--- src/rtl/dense_neuron_mac_pkg.sv ---
// Shared definitions for the MNIST dense-layer neuron datapath.
//   - default activation/weight and bias/result widths
//   - neuron controller state enumeration
//   - saturation bounds for the signed result (default width), plus helpers
//     that give the same bounds for any result width
package mnist_pkg;

  localparam int DEF_WEIGHTS_WIDTH = 8;
  localparam int DEF_BIAS_WIDTH    = 32;

  typedef enum logic [2:0] {
    IDLE,
    FETCH,
    DRAIN,
    BIAS,
    DONE
  } neuron_state_t;

  function automatic longint sat_max(input int width);
    return (longint'(1) <<< (width - 1)) - longint'(1);
  endfunction

  function automatic longint sat_min(input int width);
    return -(longint'(1) <<< (width - 1));
  endfunction

  localparam longint SAT_MAX = sat_max(DEF_BIAS_WIDTH);
  localparam longint SAT_MIN = sat_min(DEF_BIAS_WIDTH);

endpackage

--- src/rtl/dense_neuron_mac_if.sv ---
// Caller/RAM-facing bundle of the dense neuron MAC.
//   start    : request one neuron computation
//   busy     : computation in progress
//   done     : one-cycle pulse, acc_out valid
//   rd_en    : read enable to activation and weight RAMs
//   rd_addr  : shared RAM index
//   act_data : activation read data (1-cycle RAM latency)
//   wgt_data : weight read data (1-cycle RAM latency)
//   bias     : neuron bias, stable from start until done
//   acc_out  : saturated dot product plus bias
// Modport slave is the neuron's view, master is the caller/RAM view.
interface dense_neuron_mac_if
  import mnist_pkg::*;
#(
  parameter int INPUT_SIZE    = 512,
  parameter int WEIGHTS_WIDTH = DEF_WEIGHTS_WIDTH,
  parameter int BIAS_WIDTH    = DEF_BIAS_WIDTH
);

  localparam int ADDR_W = $clog2(INPUT_SIZE);

  logic                            start;
  logic                            busy;
  logic                            done;
  logic                            rd_en;
  logic        [ADDR_W-1:0]        rd_addr;
  logic signed [WEIGHTS_WIDTH-1:0] act_data;
  logic signed [WEIGHTS_WIDTH-1:0] wgt_data;
  logic signed [BIAS_WIDTH-1:0]    bias;
  logic signed [BIAS_WIDTH-1:0]    acc_out;

  modport slave (
    input  start, act_data, wgt_data, bias,
    output busy, done, rd_en, rd_addr, acc_out
  );

  modport master (
    output start, act_data, wgt_data, bias,
    input  busy, done, rd_en, rd_addr, acc_out
  );

endinterface

--- src/rtl/dense_neuron_mac_mac_pipe.sv ---
// Three-stage multiply-accumulate pipeline.
//   clk, rst_n : clock, synchronous active-low reset
//   clr        : synchronous clear of accumulator and pipeline
//   in_valid   : act/wgt carry a valid operand pair this cycle
//   act, wgt   : signed operands
//   acc        : running signed sum of products
// Stages: operand register, registered full-width product, sign-extended
// accumulate. The accumulator is wide enough that it never wraps.
module mac_pipe
  import mnist_pkg::*;
#(
  parameter int WEIGHTS_WIDTH = DEF_WEIGHTS_WIDTH,
  parameter int ACC_W         = DEF_BIAS_WIDTH + 2
) (
  input  logic                            clk,
  input  logic                            rst_n,
  input  logic                            clr,
  input  logic                            in_valid,
  input  logic signed [WEIGHTS_WIDTH-1:0] act,
  input  logic signed [WEIGHTS_WIDTH-1:0] wgt,
  output logic signed [ACC_W-1:0]         acc
);

  localparam int PROD_W = 2 * WEIGHTS_WIDTH;

  logic signed [WEIGHTS_WIDTH-1:0] act_q;
  logic signed [WEIGHTS_WIDTH-1:0] wgt_q;
  logic                            op_vld_q;
  logic signed [PROD_W-1:0]        prod_q;
  logic                            prod_vld_q;
  logic signed [ACC_W-1:0]         acc_q;

  always_ff @(posedge clk) begin
    if (!rst_n || clr) begin
      act_q      <= '0;
      wgt_q      <= '0;
      op_vld_q   <= 1'b0;
      prod_q     <= '0;
      prod_vld_q <= 1'b0;
      acc_q      <= '0;
    end else begin
      op_vld_q <= in_valid;
      if (in_valid) begin
        act_q <= act;
        wgt_q <= wgt;
      end
      prod_vld_q <= op_vld_q;
      prod_q     <= PROD_W'(act_q) * PROD_W'(wgt_q);
      if (prod_vld_q) begin
        acc_q <= acc_q + ACC_W'(prod_q);
      end
    end
  end

  assign acc = acc_q;

endmodule

--- src/rtl/dense_neuron_mac.sv ---
// Dense-layer neuron: dot product of INPUT_SIZE activations and weights read
// from two RAMs through a shared index, plus bias, saturated to BIAS_WIDTH.
//   clk   : clock, all logic on posedge
//   rst_n : synchronous active-low reset
//   bus   : slave view of dense_neuron_mac_if (start/busy/done handshake,
//           RAM read port, bias in, acc_out result)
// done rises INPUT_SIZE+5 edges after the edge that accepted start; acc_out
// only changes on that edge.
module dense_neuron_mac
  import mnist_pkg::*;
#(
  parameter int INPUT_SIZE    = 512,
  parameter int WEIGHTS_WIDTH = DEF_WEIGHTS_WIDTH,
  parameter int BIAS_WIDTH    = DEF_BIAS_WIDTH
) (
  input logic               clk,
  input logic               rst_n,
  dense_neuron_mac_if.slave bus
);

  localparam int ADDR_W = $clog2(INPUT_SIZE);
  localparam int ACC_W  = BIAS_WIDTH + 2;

  localparam logic [ADDR_W-1:0] LAST_ADDR = ADDR_W'(INPUT_SIZE - 1);

  // Default-width bounds come from the package; other widths use its helpers.
  localparam logic signed [ACC_W-1:0] ACC_HI =
    (BIAS_WIDTH == DEF_BIAS_WIDTH) ? ACC_W'(SAT_MAX) : ACC_W'(sat_max(BIAS_WIDTH));
  localparam logic signed [ACC_W-1:0] ACC_LO =
    (BIAS_WIDTH == DEF_BIAS_WIDTH) ? ACC_W'(SAT_MIN) : ACC_W'(sat_min(BIAS_WIDTH));

  neuron_state_t state_q, state_d;

  logic [1:0]              drain_q, drain_d;
  logic                    rd_en_q, rd_en_d;
  logic                    rd_vld_q;
  logic [ADDR_W-1:0]       rd_addr_q, rd_addr_d;
  logic                    busy_q, busy_d;
  logic                    done_q, done_d;
  logic                    clr;
  logic                    load_sum;
  logic                    load_out;
  logic signed [ACC_W-1:0] acc;
  logic signed [ACC_W-1:0] sum_q;
  logic signed [ACC_W-1:0] sat_w;
  logic signed [BIAS_WIDTH-1:0] acc_out_q;

  mac_pipe #(
    .WEIGHTS_WIDTH (WEIGHTS_WIDTH),
    .ACC_W         (ACC_W)
  ) u_mac_pipe (
    .clk      (clk),
    .rst_n    (rst_n),
    .clr      (clr),
    .in_valid (rd_vld_q),
    .act      (bus.act_data),
    .wgt      (bus.wgt_data),
    .acc      (acc)
  );

  always_comb begin
    state_d   = state_q;
    drain_d   = drain_q;
    rd_en_d   = 1'b0;
    rd_addr_d = rd_addr_q;
    busy_d    = busy_q;
    done_d    = 1'b0;
    clr       = 1'b0;
    load_sum  = 1'b0;
    load_out  = 1'b0;
    unique case (state_q)
      IDLE: begin
        if (bus.start) begin
          clr       = 1'b1;
          rd_en_d   = 1'b1;
          rd_addr_d = '0;
          busy_d    = 1'b1;
          state_d   = FETCH;
        end
      end
      FETCH: begin
        if (rd_addr_q == LAST_ADDR) begin
          drain_d = '0;
          state_d = DRAIN;
        end else begin
          rd_en_d   = 1'b1;
          rd_addr_d = rd_addr_q + ADDR_W'(1);
        end
      end
      DRAIN: begin
        // Last read: RAM latency, operand register, product register, then
        // the accumulate edge lands as DRAIN hands over to BIAS.
        if (drain_q == 2'd2) begin
          state_d = BIAS;
        end else begin
          drain_d = drain_q + 2'd1;
        end
      end
      BIAS: begin
        load_sum = 1'b1;
        state_d  = DONE;
      end
      DONE: begin
        load_out = 1'b1;
        done_d   = 1'b1;
        busy_d   = 1'b0;
        state_d  = IDLE;
      end
      default: begin
        state_d = IDLE;
      end
    endcase
  end

  always_comb begin
    sat_w = sum_q;
    if (sum_q > ACC_HI) begin
      sat_w = ACC_HI;
    end else if (sum_q < ACC_LO) begin
      sat_w = ACC_LO;
    end
  end

  always_ff @(posedge clk) begin
    if (!rst_n) begin
      state_q   <= IDLE;
      drain_q   <= '0;
      rd_en_q   <= 1'b0;
      rd_vld_q  <= 1'b0;
      rd_addr_q <= '0;
      busy_q    <= 1'b0;
      done_q    <= 1'b0;
      sum_q     <= '0;
      acc_out_q <= '0;
    end else begin
      state_q   <= state_d;
      drain_q   <= drain_d;
      rd_en_q   <= rd_en_d;
      rd_vld_q  <= rd_en_q;
      rd_addr_q <= rd_addr_d;
      busy_q    <= busy_d;
      done_q    <= done_d;
      if (load_sum) begin
        sum_q <= acc + ACC_W'(bus.bias);
      end
      if (load_out) begin
        acc_out_q <= BIAS_WIDTH'(sat_w);
      end
    end
  end

  assign bus.busy    = busy_q;
  assign bus.done    = done_q;
  assign bus.rd_en   = rd_en_q;
  assign bus.rd_addr = rd_addr_q;
  assign bus.acc_out = acc_out_q;

endmodule

--- src/flat_wrapper.sv ---
// flat-port wrapper written by rule: the top's interface ports become plain ports
module dense_neuron_mac_flat import mnist_pkg::*;
#(
  parameter int INPUT_SIZE    = 512,
  parameter int WEIGHTS_WIDTH = DEF_WEIGHTS_WIDTH,
  parameter int BIAS_WIDTH    = DEF_BIAS_WIDTH
)
  (clk, rst_n, bus_start, bus_act_data, bus_wgt_data, bus_bias, bus_busy, bus_done, bus_rd_en, bus_rd_addr, bus_acc_out);
  dense_neuron_mac_if #(.INPUT_SIZE(INPUT_SIZE), .WEIGHTS_WIDTH(WEIGHTS_WIDTH), .BIAS_WIDTH(BIAS_WIDTH)) bus_i ();
  input logic clk;
  input logic rst_n;
  input wire logic [$bits(bus_i.start)-1:0] bus_start;
  input wire logic [$bits(bus_i.act_data)-1:0] bus_act_data;
  input wire logic [$bits(bus_i.wgt_data)-1:0] bus_wgt_data;
  input wire logic [$bits(bus_i.bias)-1:0] bus_bias;
  output wire logic [$bits(bus_i.busy)-1:0] bus_busy;
  output wire logic [$bits(bus_i.done)-1:0] bus_done;
  output wire logic [$bits(bus_i.rd_en)-1:0] bus_rd_en;
  output wire logic [$bits(bus_i.rd_addr)-1:0] bus_rd_addr;
  output wire logic [$bits(bus_i.acc_out)-1:0] bus_acc_out;
  assign bus_i.start = bus_start;
  assign bus_i.act_data = bus_act_data;
  assign bus_i.wgt_data = bus_wgt_data;
  assign bus_i.bias = bus_bias;
  assign bus_busy = bus_i.busy;
  assign bus_done = bus_i.done;
  assign bus_rd_en = bus_i.rd_en;
  assign bus_rd_addr = bus_i.rd_addr;
  assign bus_acc_out = bus_i.acc_out;
  dense_neuron_mac #(.INPUT_SIZE(INPUT_SIZE), .WEIGHTS_WIDTH(WEIGHTS_WIDTH), .BIAS_WIDTH(BIAS_WIDTH)) u_core (.clk(clk), .rst_n(rst_n), .bus(bus_i));
endmodule
--- config.mk ---
export PLATFORM = sky130hd
export DESIGN_NAME = dense_neuron_mac_flat
export DESIGN_NICKNAME = d
export VERILOG_FILES = /design/src/rtl/dense_neuron_mac_pkg.sv /design/src/rtl/dense_neuron_mac_if.sv /design/src/rtl/dense_neuron_mac_mac_pipe.sv /design/src/rtl/dense_neuron_mac.sv /design/src/flat_wrapper.sv
export SDC_FILE = /design/constraint.sdc
export NUM_CORES = 1
export LEC_CHECK = 0
export ABC_AREA = 0
export BUFFER_PORTS_ARGS = -buffer_cell sky130_fd_sc_hd__buf_2
export CORE_MARGIN = 4
export CORE_UTILIZATION = 62
export CTS_CLUSTER_DIAMETER = 50
export CTS_CLUSTER_SIZE = 30
export DETAILED_ROUTE_END_ITERATION = 12
export GPL_TIMING_DRIVEN = 0
export PLACE_DENSITY = 0.8
export SETUP_SLACK_MARGIN = 0.4
export SYNTH_ARGS = -nofsm -noshare
export SYNTH_HDL_FRONTEND = slang
export SYNTH_HIERARCHICAL = 1
export SYNTH_SLANG_ARGS = --single-unit
--- constraint.sdc ---
create_clock -name clk -period 5.09 [get_ports clk]
set_input_delay 0.2545 -clock clk [delete_from_list [all_inputs] [get_ports clk]]
set_output_delay 0.2545 -clock clk [all_outputs]
set_load 0.02 [all_outputs]
## Word-level counts from Yosys, hierarchy flattened

Cells that the tools add are included.

| operators by class | value |
|---|---|
| $add $sub $neg | 4 |
| muxes and demuxes | 20 |
| eq/ne operators | 11 |
| order comparisons | 2 |
| $mul | 1 |
| reduce and logical (&&, ||, !) cells | 10 |

Operator list:

| kind | number |
|---|---|
| 32-bit 2-to-1 mux | 2 |
| 34-bit by 16-bit adder with 34-bit output | 1 |
| 34-bit by 32-bit adder with 34-bit output | 1 |
| 34-bit by 32-bit greater-than comparator with 1-bit output (second input constant) | 1 |
| 34-bit by 32-bit less-than comparator with 1-bit output (second input constant) | 1 |
| 9-bit 2-to-1 mux | 2 |
| 9-bit case mux with 2 select lines | 1 |
| 8-bit by 8-bit multiplier with 16-bit output | 1 |
| 3-bit case mux with 4 select lines | 1 |
| 9-bit by 1-bit adder with 9-bit output (second input constant) | 1 |
| 9-bit equality test (second input constant) | 1 |
| 3-bit 2-to-1 mux | 3 |
| 3-bit AND reduction | 3 |
| 3-bit by 2-bit equality test with 1-bit output (second input constant) | 2 |
| 1-bit 2-to-1 mux | 6 |
| 2-bit != test (second input constant) | 3 |
| 2-bit nonzero test | 3 |
| 2-bit 2-to-1 mux | 2 |
| 2-bit by 1-bit != test with 1-bit output (second input constant) | 2 |
| 1-bit case mux with 2 select lines | 2 |
| 2-bit case mux with 2 select lines | 1 |
| 3-bit by 1-bit equality test with 1-bit output (second input constant) | 1 |
| 3-bit equality test (second input constant) | 1 |
| 3-bit zero test | 1 |
| other kinds (5) | 5 |

| word-level totals | value |
|---|---|
| register bits | 152 |
| output and inout port bits | 44 |
| input port bits | 51 |

## Longest topological paths before layout

| depth | value |
|---|---|
| depth after elaboration | 3 |
| gate-level depth with buffers | 19 |

## By module

Netlist, hierarchy kept.

By module, submodules not included:

| module | seq. area each (sq um) | times used | cells each | area an instance (sq um) |
|---|---|---|---|---|
| mac_pipe | 1361.3 | 1 | 716 | 6387.4 |
| dense_neuron_mac | 1681.6 | 1 | 642 | 5096.1 |

## Least setup slack after synthesis

Ideal clock, no wire load.

| timing path | value |
|---|---|
| path type | reg-to-reg |
| from | register u_core.u_mac_pipe.wgt_q[2] |
| to | register u_core.u_mac_pipe.prod_q[15] |
| slack | 774 ps |
| buffers on the path | 0 |
| clock period less this slack | 4316 ps |
| arrival time | 4188 ps |
| library setup time | 128 ps |
| required time | 4962 ps |
| stages on the path, launching flop included | 18 |
| path through | dfxtp_1 nand2_1 inv_1 fa_1 inv_1 fa_1 inv_1 fa_1 inv_1 fa_1 inv_1 ha_1 and3_1 a21oi_1 o21ai_0 o41ai_1 xnor2_1 nor2_1 |

| on the way | value |
|---|---|
| longest elaborated chain between the ends | 1 |

RTL lines:

| item | RTL line | RTL |
|---|---|---|
| from (decl) | dense_neuron_mac_mac_pipe.sv:27 | `logic signed [WEIGHTS_WIDTH-1:0] wgt_q;` |
| from (signal assigned) | dense_neuron_mac_mac_pipe.sv:45 | `wgt_q <= wgt;` |
| 8-bit by 8-bit multiplier with 16-bit output | dense_neuron_mac_mac_pipe.sv:48 | `prod_q <= PROD_W'(act_q) * PROD_W'(wgt_q);` |
| to (signal assigned) | dense_neuron_mac_mac_pipe.sv:48 |  |
| to (decl) | dense_neuron_mac_mac_pipe.sv:29 | `logic signed [PROD_W-1:0] prod_q;` |

Every way passes these cells.
A chain may end at the register's enable or synchronous reset.

## Final worst setup path

| timing path | value |
|---|---|
| from | register u_core.u_mac_pipe.wgt_q[4] |
| to | register u_core.u_mac_pipe.prod_q[15] |

Same word-level chain as after synthesis.

==> flow_summary.json <==
{
  "status": "complete, no violations",
  "skew_ns": 0.0138,
  "path_class": "register to register",
  "timing.final.crit_share_pct": 88.7,
  "max_freq_mhz": 221,
  "clk_pin_slew_ns": 0.06,
  "synth_largest_area_cell": "dfxtp_1",
  "hpwlAfterDp_um": 22400,
  "min_period_ns": 4.52,
  "fin_cells": 1713,
  "vias_per_cell": 5.81,
  "pre_cts_ws_ns": 0.319,
  "synth_area_um2": 11500,
  "slew_violations": 0,
  "cts.htree.levels": 4,
  "multi_input_area_um2": 7830,
  "start_util_pct": 63.5,
  "vdd_drop_max_uv": 244,
  "cp_data_arrival_time_ns": 4.81,
  "rrSetupSlack_ns": 0.57,
  "final_area_um2": 12900,
  "start_kind": "register",
  "required_ns": 5.38,
  "relSlewSlack_pct": 39.0,
  "slowest_stage": "fa_1",
  "cts-root-buf": "clkbuf_16",
  "drive_gt1_share_pct": 13.5,
  "cts_max_path_buffers": 2,
  "finalSetupViolations": 0,
  "cts_resized": 1,
  "cts_tree": "done",
  "firstDrtPassIters": 6,
  "hold_class": "input pin to register",
  "total_power_mw": 2.66,
  "io_pins": 95,
  "power_leakage_nw": 5.73,
  "wire_per_inst_um": 16.6,
  "fill_cells": 1475,
  "drt_wl_total_um": 28400,
  "yosys_warnings": 6,
  "num_rows": 49,
  "synth_area_per_cell_um2": 8.46,
  "crit_top_cell": "fa_1",
  "grt_pass1_wl_um": 46300,
  "hp-start": "bus_wgt_data[7]",
  "grt_usage_pct": 27.7,
  "worst_pin_slew_ns": 0.914,
  "postCtsSetupBuffers": 0,
  "grt_antenna_before_repair": 0,
  "synthArstFlopShare_pct": 0,
  "slowest_delay_ns": 0.55,
  "synth-edff-count": 0,
  "die_w_um": 144,
  "area_growth_pct": 12.0,
  "synth_top_flop_cell": "dfxtp_1",
  "ff2ff_path_depth": 17,
  "numCtsBuffers": 17,
  "n_antenna_cell": 0,
  "endpoint": "u_core/u_mac_pipe/prod_q[15]",
  "post-route-util_pct": 71.1,
  "setup_slack_ns": 0.575,
  "cts_sinks": 152,
  "synth.distinct_cells": 89,
  "core_um2": 18100,
  "grt.overflow.total": 0,
  "r2r-start": "u_core/u_mac_pipe/wgt_q[4]",
  "synth_seq_cells": 152,
  "synth_fp_nets": 1564,
  "port_buffers": 94,
  "drv_cap": 0,
  "grt_max_degree": 23,
  "grt_pass1_vias": 9739,
  "clock_latency_ns": 0.43,
  "fin_setup_tns_ns": 0,
  "die_area_um2": 20800,
  "place.gp.congestion": 0.971,
  "drc": 0,
  "synthCells": 1358,
  "yosysTopAreaCellShare_pct": 26.5,
  "ys_top_cells_by_area": "dfxtp_1 (26%), ha_1 (11%), fa_1 (9.9%), a21oi_1 (5.4%), nand2_1 (4.2%)",
  "hold_buffers": 0,
  "place_inst": 1681,
  "crit_chain": "nand2_1, fa_1, inv_1, fa_1, inv_1, fa_1, fa_1, inv_1, ha_1, a21o_1, a21oi_1, o21bai_1, a21oi_2, o21ai_1, o41ai_2, xnor2_1, nor2_1",
  "whs_ns": 0.0660,
  "end_kind": "register",
  "dpl_cell_area_um2": 12200,
  "postRouteAntennaNets": 0,
  "regArea_um2": 3050,
  "rsz0062_at_grt": "true",
  "vias": 9957,
  "hold_viol": 0,
  "cp_max_fo": 9,
  "power_density_nw_per_um2": 207,
  "crit_start": "u_core/u_mac_pipe/wgt_q[4]",
  "seq_area_frac_synth_pct": 26.5,
  "drt-initial-drc-count": 633,
  "die_h_um": 144,
  "finalNetCount": 1677,
  "r2r-end": "u_core/u_mac_pipe/prod_q[15]"
}
==> registers in the layout (all words and copies together) (netlist names) <==
| register | cells |
|---|---|
| u_core/u_mac_pipe/wgt_q | 8 |
| u_core/rd_vld_q | 1 |
| u_core/u_mac_pipe/act_q | 8 |
| u_core/bus.acc_out | 32 |
| u_core/bus.done | 1 |
| u_core/u_mac_pipe/op_vld_q | 1 |
| u_core/u_mac_pipe/acc | 34 |
| u_core/u_mac_pipe/prod_vld_q | 1 |
| u_core/bus.busy | 1 |
| u_core/drain_q | 2 |
| u_core/bus.rd_en | 1 |
| u_core/bus.rd_addr | 9 |
| u_core/u_mac_pipe/prod_q | 16 |
| u_core/sum_q | 34 |
| u_core/state_q | 3 |
==> logic make-up after synthesis <==
logic type	count (synthesis)	share of synthesized area, %
xor gates and xnor gates	71	5.42
adders and majority gates	155	20.6
AOI/OAI and AO/OA	342	19.2
buffers and inverters	152	5.50
and+or+nand+nor	444	19.1
DFF	152	26.5
muxes	42	3.72
==> area by class of cell <==
cell class,count,share of cell area [%]
tap,229,2.23
sequential,152,23.7
multi-input combinational,1054,60.9
clock buffer,18,3.34
inverter,100,2.92
clock inverter,14,1.25
timing repair buffer,94,3.66
buffer,52,2.00
==> metal layers <==
metal | track usage (%) | vias up | wire length, um
met5 | 0 | - | 0
met2 | 48.2 | 343 | 13900
met4 | 12.1 | 0 | 1140
li1 | - | 4919 | -
met1 | 33.7 | 4610 | 11800
met3 | 4.70 | 85 | 1560
==> critical path, delay by kind of cell, from the launching register on <==
family	cells	cell delay, ns
compound gates	6	1.10
xor+xnor	1	0.18
fa+ha+maj	5	2.18
buf+inv	3	0.22
flops	1	0.50
simple gates	2	0.19
==> report_power, final <==
part | switching, mW | internal [mW] | leakage, nW | total (mW)
registers | 0.0123 | 1.20 | 1.23 | 1.21
logic | 0.122 | 0.0748 | 4.22 | 0.197
clock network | 0.559 | 0.697 | 0.286 | 1.26
==> cell usage in the layout, fill, tap and decap left out, drive strengths merged, types with 4 or more instances in the layout <==
cell type	instances
nor2b	12
nand2	129
nand4	15
nor3	20
ha	98
clkbuf	57
buf	107
nor2	126
a211o	4
xnor2	45
nand2b	16
a211oi	12
nand3	26
or3	7
dfxtp	152
a21oi	131
a21boi	5
a31oi	8
o21a	6
mux2i	40
and4	4
clkinv	6
or2	5
xor2	26
and2	56
fa	57
inv	106
o21ai	88
o31ai	4
a21o	29
o211ai	10
o22ai	5
o41ai	4
o21bai	12
and3	9
==> Yosys cell counts, types with 7 or more instances <==
cell / n
nand2_1: 128
a21o_1: 27
mux2i_1: 40
o21bai_1: 12
a31oi_1: 8
inv_1: 99
nor2b_1: 12
ha_1: 98
o21ai_0: 78
fa_1: 57
and3_1: 7
nand4_1: 15
xnor2_1: 45
xor2_1: 26
clkbuf_1: 37
nand2b_1: 16
and2_1: 55
a21oi_1: 125
o21ai_1: 7
dfxtp_1: 152
a211oi_1: 9
nor2_1: 126
nand3_1: 24
or3_1: 7
nor3_1: 18
==> worst min-delay path by stage <==
stage	to	cells after the start
final	u_core/u_mac_pipe/wgt_q[7]	3
after global routing	u_core/u_mac_pipe/act_q[3]	3
after CTS	u_core/u_mac_pipe/wgt_q[2]	3
after detailed placement	u_core/u_mac_pipe/prod_vld_q	1
after global placement	u_core/u_mac_pipe/prod_vld_q	1
after floorplan	u_core/u_mac_pipe/act_q[7]	2
No activity file was read; power rests on OpenSTA's default activity.
